**config.mk**
```make
export PLATFORM = sky130hd
export DESIGN_NAME = dtree_walk_engine_flat
export DESIGN_NICKNAME = d
export VERILOG_FILES = /design/src/rtl/dtree_walk_engine_if.sv /design/src/rtl/dtree_walk_engine.sv /design/src/flat_wrapper.sv
export SDC_FILE = /design/constraint.sdc
export NUM_CORES = 1
export LEC_CHECK = 0
export CAP_MARGIN = 30
export CORE_MARGIN = 2
export CORE_UTILIZATION = 55
export DETAILED_ROUTE_END_ITERATION = 12
export DONT_BUFFER_PORTS = 1
export PLACE_DENSITY = 0.73
export SLEW_MARGIN = 20
export SYNTH_ARGS = -nofsm -noshare
export SYNTH_HDL_FRONTEND = slang
export SYNTH_SLANG_ARGS = --single-unit
export TNS_END_PERCENT = 1
```
**constraint.sdc**
```tcl
create_clock -name clk -period 3.7 [get_ports clk]
set_input_delay 0.74 -clock clk [delete_from_list [all_inputs] [get_ports clk]]
set_output_delay 0.74 -clock clk [all_outputs]
set_load 0.05 [all_outputs]
```
**src/rtl/dtree_walk_engine_if.sv**
```systemverilog
// ============================================================================
// Module   : dtree_walk_engine_if
// Brief    : Config, feature-input and class-output bundle for the tree walker.
// Revision : 1.0  initial release
// ============================================================================
`default_nettype none

interface dtree_walk_engine_if #(
    parameter int N_FEAT  = 51,
    parameter int NODE_AW = 6,
    parameter int CLASS_W = 2
) ();
    localparam int FIDX_W  = $clog2(N_FEAT);
    localparam int ENTRY_W = 1 + FIDX_W + 2 * NODE_AW;

    logic                 cfg_we;
    logic [NODE_AW-1:0]   cfg_addr;
    logic [ENTRY_W-1:0]   cfg_wdata;
    logic                 cfg_nack;
    logic                 in_valid;
    logic                 in_ready;
    logic [N_FEAT-1:0]    in_feat;
    logic                 out_valid;
    logic                 out_ready;
    logic [CLASS_W-1:0]   out_class;
    logic                 out_err;
    logic [NODE_AW-1:0]   out_steps;

    modport master (
        output cfg_we, cfg_addr, cfg_wdata, in_valid, in_feat, out_ready,
        input  cfg_nack, in_ready, out_valid, out_class, out_err, out_steps
    );

    modport slave (
        input  cfg_we, cfg_addr, cfg_wdata, in_valid, in_feat, out_ready,
        output cfg_nack, in_ready, out_valid, out_class, out_err, out_steps
    );
endinterface

`default_nettype wire

```
**src/rtl/dtree_walk_engine.sv**
```systemverilog
// ============================================================================
// Module   : dtree_walk_engine
// Brief    : Sequential decision-tree classifier, one node evaluated per clock.
// Revision : 1.0  initial release
// ============================================================================
`default_nettype none

module dtree_walk_engine #(
    parameter int N_FEAT    = 51,
    parameter int NODE_AW   = 6,
    parameter int CLASS_W   = 2,
    parameter int MAX_STEPS = 16
) (
    input  logic                 clk,
    input  logic                 rst,
    dtree_walk_engine_if.slave   bus
);
    localparam int FIDX_W  = $clog2(N_FEAT);
    localparam int ENTRY_W = 1 + FIDX_W + 2 * NODE_AW;
    localparam int N_NODES = 2 ** NODE_AW;

    localparam logic [1:0] c_idle = 2'd0;
    localparam logic [1:0] c_walk = 2'd1;
    localparam logic [1:0] c_done = 2'd2;

    localparam logic [NODE_AW-1:0]  c_max_steps = NODE_AW'(MAX_STEPS);
    localparam logic [FIDX_W:0]     c_n_feat    = (FIDX_W + 1)'(N_FEAT);

    logic [1:0]              state_q,  state_d;
    logic [N_FEAT-1:0]       feat_q,   feat_d;
    logic [NODE_AW-1:0]      node_q,   node_d;
    logic [NODE_AW-1:0]      steps_q,  steps_d;
    logic [CLASS_W-1:0]      class_q,  class_d;
    logic                    err_q,    err_d;
    logic                    nack_q,   nack_d;
    logic [N_NODES-1:0]      valid_q,  valid_d;
    logic [ENTRY_W-1:0]      tbl_q [N_NODES];

    logic [ENTRY_W-1:0]      w_entry;
    logic                    w_is_leaf;
    logic [FIDX_W-1:0]       w_fidx;
    logic [NODE_AW-1:0]      w_true;
    logic [NODE_AW-1:0]      w_false;
    logic                    w_node_ok;
    logic                    w_fidx_ok;
    logic [2**FIDX_W-1:0]    w_feat_pad;
    logic                    w_bit;
    logic [NODE_AW-1:0]      w_steps_inc;
    logic                    w_cfg_ok;

    // Table is only writable while idle so a walk always sees a frozen tree.
    assign w_cfg_ok    = bus.cfg_we && (state_q == c_idle);

    assign w_entry     = tbl_q[node_q];
    assign w_is_leaf   = w_entry[ENTRY_W-1];
    assign w_fidx      = w_entry[ENTRY_W-2 -: FIDX_W];
    assign w_true      = w_entry[2*NODE_AW-1 -: NODE_AW];
    assign w_false     = w_entry[NODE_AW-1:0];
    assign w_node_ok   = valid_q[node_q];
    assign w_fidx_ok   = ({1'b0, w_fidx} < c_n_feat);
    assign w_steps_inc = steps_q + NODE_AW'(1);

    // Pad the sample to the full index range so out-of-range indices stay in bounds.
    always_comb begin
        w_feat_pad                = '0;
        w_feat_pad[N_FEAT-1:0]    = feat_q;
    end
    assign w_bit = w_feat_pad[w_fidx];

    always_comb begin
        state_d = state_q;
        feat_d  = feat_q;
        node_d  = node_q;
        steps_d = steps_q;
        class_d = class_q;
        err_d   = err_q;
        valid_d = valid_q;
        nack_d  = bus.cfg_we && (state_q != c_idle);

        if (w_cfg_ok) begin
            valid_d[bus.cfg_addr] = 1'b1;
        end

        case (state_q)
            c_idle: begin
                if (bus.in_valid) begin
                    feat_d  = bus.in_feat;
                    node_d  = '0;
                    steps_d = '0;
                    state_d = c_walk;
                end
            end
            c_walk: begin
                steps_d = w_steps_inc;
                if (!w_node_ok || !w_fidx_ok) begin
                    err_d   = 1'b1;
                    class_d = '0;
                    state_d = c_done;
                end else if (w_is_leaf) begin
                    err_d   = 1'b0;
                    class_d = w_false[CLASS_W-1:0];
                    state_d = c_done;
                end else if (w_steps_inc == c_max_steps) begin
                    err_d   = 1'b1;
                    class_d = '0;
                    state_d = c_done;
                end else begin
                    node_d  = w_bit ? w_true : w_false;
                end
            end
            c_done: begin
                if (bus.out_ready) begin
                    state_d = c_idle;
                end
            end
            default: begin
                state_d = c_idle;
            end
        endcase
    end

    always_ff @(posedge clk) begin
        if (rst) begin
            state_q <= c_idle;
            feat_q  <= '0;
            node_q  <= '0;
            steps_q <= '0;
            class_q <= '0;
            err_q   <= 1'b0;
            nack_q  <= 1'b0;
            valid_q <= '0;
        end else begin
            state_q <= state_d;
            feat_q  <= feat_d;
            node_q  <= node_d;
            steps_q <= steps_d;
            class_q <= class_d;
            err_q   <= err_d;
            nack_q  <= nack_d;
            valid_q <= valid_d;
        end
    end

    // Node storage carries no reset; the valid bits alone decide what is usable.
    always_ff @(posedge clk) begin
        if (w_cfg_ok) begin
            tbl_q[bus.cfg_addr] <= bus.cfg_wdata;
        end
    end

    assign bus.in_ready  = (state_q == c_idle);
    assign bus.out_valid = (state_q == c_done);
    assign bus.out_class = class_q;
    assign bus.out_err   = err_q;
    assign bus.out_steps = steps_q;
    assign bus.cfg_nack  = nack_q;

endmodule

`default_nettype wire

```
**src/flat_wrapper.sv**
```systemverilog
// flat-port wrapper written by rule: the top's interface ports become plain ports
module dtree_walk_engine_flat 
#(
    parameter int N_FEAT    = 51,
    parameter int NODE_AW   = 6,
    parameter int CLASS_W   = 2,
    parameter int MAX_STEPS = 16
)
  (clk, rst, bus_cfg_we, bus_cfg_addr, bus_cfg_wdata, bus_in_valid, bus_in_feat, bus_out_ready, bus_cfg_nack, bus_in_ready, bus_out_valid, bus_out_class, bus_out_err, bus_out_steps);
  dtree_walk_engine_if #(.N_FEAT(N_FEAT), .NODE_AW(NODE_AW), .CLASS_W(CLASS_W)) bus_i ();
  input  logic clk;
  input  logic rst;
  input wire logic [$bits(bus_i.cfg_we)-1:0] bus_cfg_we;
  input wire logic [$bits(bus_i.cfg_addr)-1:0] bus_cfg_addr;
  input wire logic [$bits(bus_i.cfg_wdata)-1:0] bus_cfg_wdata;
  input wire logic [$bits(bus_i.in_valid)-1:0] bus_in_valid;
  input wire logic [$bits(bus_i.in_feat)-1:0] bus_in_feat;
  input wire logic [$bits(bus_i.out_ready)-1:0] bus_out_ready;
  output wire logic [$bits(bus_i.cfg_nack)-1:0] bus_cfg_nack;
  output wire logic [$bits(bus_i.in_ready)-1:0] bus_in_ready;
  output wire logic [$bits(bus_i.out_valid)-1:0] bus_out_valid;
  output wire logic [$bits(bus_i.out_class)-1:0] bus_out_class;
  output wire logic [$bits(bus_i.out_err)-1:0] bus_out_err;
  output wire logic [$bits(bus_i.out_steps)-1:0] bus_out_steps;
  assign bus_i.cfg_we = bus_cfg_we;
  assign bus_i.cfg_addr = bus_cfg_addr;
  assign bus_i.cfg_wdata = bus_cfg_wdata;
  assign bus_i.in_valid = bus_in_valid;
  assign bus_i.in_feat = bus_in_feat;
  assign bus_i.out_ready = bus_out_ready;
  assign bus_cfg_nack = bus_i.cfg_nack;
  assign bus_in_ready = bus_i.in_ready;
  assign bus_out_valid = bus_i.out_valid;
  assign bus_out_class = bus_i.out_class;
  assign bus_out_err = bus_i.out_err;
  assign bus_out_steps = bus_i.out_steps;
  dtree_walk_engine #(.N_FEAT(N_FEAT), .NODE_AW(NODE_AW), .CLASS_W(CLASS_W), .MAX_STEPS(MAX_STEPS)) u_core (.clk(clk), .rst(rst), .bus(bus_i));
endmodule
```
==> out/results.ini <==
[drt]
first_pass_iters = 5
drt_iter0_drc = 4101
drc = 0
vias_per_cell = 6.57
vias = 26800
wire_per_inst_microns = 32.0
ant_nets = 0
wl_microns = 131000

[finish]
stdcell_count = 4089
layout_commonest_cell = edfxtp_1
nFillCells = 6116
final_cell_mix = edfxtp_1, mux4_2, nand2_1
final_nets = 2804
synthToLayoutAreaGrowth_pct = 14.1
stdcell_area_sq_um = 59800
fin_util = 0.631
drive_gt1_frac = 0.308

[synthesis]
synth-simple-area-share = 0.0329
synth_xor_area_frac = 0
synth_top_family_by_area = multiplexers
yosysSeqAreaShare = 0.750
synth.area.mux_share = 0.179
async_flop_share = 0
synthAdderAreaFrac = 0.000239
ys.warnings.count = 0
synth_nets = 2629
synth_edf_count = 1216
syn-cell-area_sq_um = 52400
ys_seq_elements = 1355
synthCells = 2547
ys.flop_type = edfxtp_1
avgSynthCellArea_sq_um = 20.6
synth_compound_gate_area_share = 0.0216
synth_cell_types = 58

[timing]
worst_pin_slew_ns = 0.833
setup_viol = 3
slew_headroom = 0.444
drv_slew = 0
rsz0062_at_grt = true
fin_ws_ns = -0.00908
hold_violations = 0
worst_hold_slack_ns = 0.0815
period_share = 1.00
layout_min_cycle_time_ns = 3.71
skew_ns = 0.0313
max_freq_mhz = 270

[hold_path]
holdCritPathClass = in2reg

[setup_path]
slowest_stage = mux4_2
arrival_ns = 4.28
critPathKind = reg2reg
path_delay_family = multiplexers
start_kind = flip-flop
cp_num_buf_inv = 5
critical-path-max-stage-delay_ns = 0.54
crit_fanout = 12
crit_required_ns = 4.27
path_cells = buf_12 > buf_16 > buf_12 > mux4_2 > mux4_2 > mux4_2 > a21o_1 > a2111oi_4 > buf_4 > or3_1 > buf_12 > o211ai_1
endpoint_kind = flip-flop

[clock_network]
cts.sinks = 1355
root_buffer = clkbuf_16
cts_buffer_depth = 3
clk_pin_slew_ns = 0.06
cts_tree = yes
clock_latency_ns = 0.74
cts_buffers = 134
ctsHtreeMaxLevel = 4

[floorplanning]
die_h_microns = 313
core_area_sq_um = 94700
io_pins = 93
fp.dieArea_sq_um = 97700
placementRows = 113
start_util = 0.553
die_x_microns = 313

[power_and_ir_drop]
p_leak_nw = 18.4
pwr-share-clk = 0.435
netSwitchingPower_w = 0.00595
power_density_nw_per_um2 = 505
sw_frac_of_total = 0.197
power_frac_comb = 0.009
seqPwrFrac = 0.556
p_int_w = 0.0242
vdd_ir_drop_max_v = 0.000369

[placed_design]
place_area_sq_um = 54900
placed_cells = 3822
dpl.hpwl_microns = 76600
gp_congestion = 0.902
dp_slack_ns = -0.209
port_buffers = 0

[run_status]
violations = setup timing
outcome = finished, violations left

[grt]
grt_overflow_total = 0
grt_antenna_before_repair = 14
grt_max_degree = 131
grtUsageTotal = 0.270
grt_pass1_vias = 27000
grt_pass1_wl_microns = 188000

[job]
cap_viol_max_count = 0

[timing repair]
item,CTS,global route
setup buffers,12,10
hold buffers,0,0
gates resized for setup,37,38
endpoints found under the hold margin,0,0
endpoints found under the setup margin,12,12
gates cloned,5,3
pin swaps,7,15
[flip-flops by register name (all words and copies together) (netlist names), named ones only]
register / flops
u_core.valid_q: 64
u_core.feat_q: 51
u_core.state_q: 2
u_core.tbl_q: 1216
u_core.bus.cfg_nack: 1
u_core.bus.out_err: 1
u_core.node_q: 6
u_core.bus.out_class: 2
u_core.bus.out_steps: 6
[layer usage]
| metal | global-route usage | wire length (microns) | part of all wire |
|---|---|---|---|
| met2 | 0.428 | 63700 | 0.49 |
| met1 | 0.367 | 48100 | 0.37 |
| met5 | 0 | 28 | 0.00021 |
| met3 | 0.0608 | 13300 | 0.10 |
| met4 | 0.112 | 5630 | 0.043 |
[final timing paths]
kind                                         from  cells after the start  slack (ns)                      end
worst max register to register          flip-flop                     12      -0.009                flip-flop
worst max-delay path                    flip-flop                     12      -0.009                flip-flop
worst min register to register  u_core.feat_q[12]                      2        0.45        u_core.feat_q[12]
worst min-delay path                          rst                      1        0.08  u_core.bus.out_steps[2]
[synthesized netlist by cell type, types with 2 or more instances]
cell type | number | share of area
buf_12 | 5 | 0.0019
nand2b_1 | 10 | 0.0012
nand3_1 | 13 | 0.0012
clkinv_1 | 3 | 0.00021
mux2i_1 | 74 | 0.014
or4_1 | 2 | 0.00029
o211ai_1 | 13 | 0.0019
mux4_1 | 5 | 0.0025
o21ai_0 | 5 | 0.00048
buf_8 | 6 | 0.0017
nand2_1 | 143 | 0.010
a22oi_1 | 25 | 0.0036
buf_6 | 8 | 0.0017
and3_1 | 4 | 0.00048
a31oi_1 | 3 | 0.00036
a21oi_1 | 75 | 0.0072
inv_1 | 10 | 0.00072
and2_1 | 5 | 0.00060
a211oi_1 | 3 | 0.00043
or3_1 | 2 | 0.00024
dfxtp_1 | 139 | 0.053
nor3_1 | 3 | 0.00029
or2_2 | 2 | 0.00024
edfxtp_1 | 1216 | 0.70
a311oi_1 | 3 | 0.00050
a21o_1 | 6 | 0.00086
mux2_2 | 6 | 0.0013
a211o_1 | 2 | 0.00033
buf_1 | 16 | 0.0011
o22ai_1 | 4 | 0.00048
nand3b_1 | 5 | 0.00072
buf_4 | 2 | 0.00029
buf_2 | 23 | 0.0022
mux4_2 | 375 | 0.16
o21ai_1 | 3 | 0.00029
o21ba_2 | 14 | 0.0027
o311ai_1 | 2 | 0.00033
or3b_2 | 3 | 0.00050
clkbuf_1 | 82 | 0.0059
nor2_1 | 194 | 0.014
nand4b_1 | 7 | 0.0012
nor2b_1 | 10 | 0.0012
[cell families (layout without fill, tap and decap cells)]
group           count (synthesis)  count (layout)
compound gates                169             169
fa+ha+maj                       1               1
buf+inv                       155             429
flops                        1355            1355
mux                           460             460
other cells                     0               2
simple gates                  407             408
[through the flow]
stage               setup TNS (ns)  power (W)
floorplan                   -0.251     0.0173
global placement           -0.0175     0.0174
detailed placement           -1.01     0.0174
CTS                        -0.0162     0.0303
global route                -0.895     0.0309
finish                     -0.0151     0.0302
[power groups by stage]
stage | sequential [W] | combinational [W] | clock (W)
5_1_grt | 0.0168 | 0.000300 | 0.0138
2_1_floorplan | 0.0171 | 0.000189 | 0
4_1_cts | 0.0168 | 0.000269 | 0.0132
3_3_place_gp | 0.0171 | 0.000253 | 0
6_report | 0.0168 | 0.000281 | 0.0131
3_5_place_dp | 0.0171 | 0.000262 | 0
[layout make-up]
cell class | instances | area (sq um) | share of cell area
clock buffer | 173 | 3620 | 0.0607
clock inverter | 63 | 612 | 0.0102
multi-input combinational | 1038 | 12700 | 0.212
inverter | 13 | 48.8 | 0.000816
tap | 1265 | 1580 | 0.0265
timing repair buffer | 180 | 1920 | 0.0322
sequential | 1355 | 39300 | 0.658
antenna | 2 | 5.00 | 0.0000837
Power figures use the tool's default switching activity.
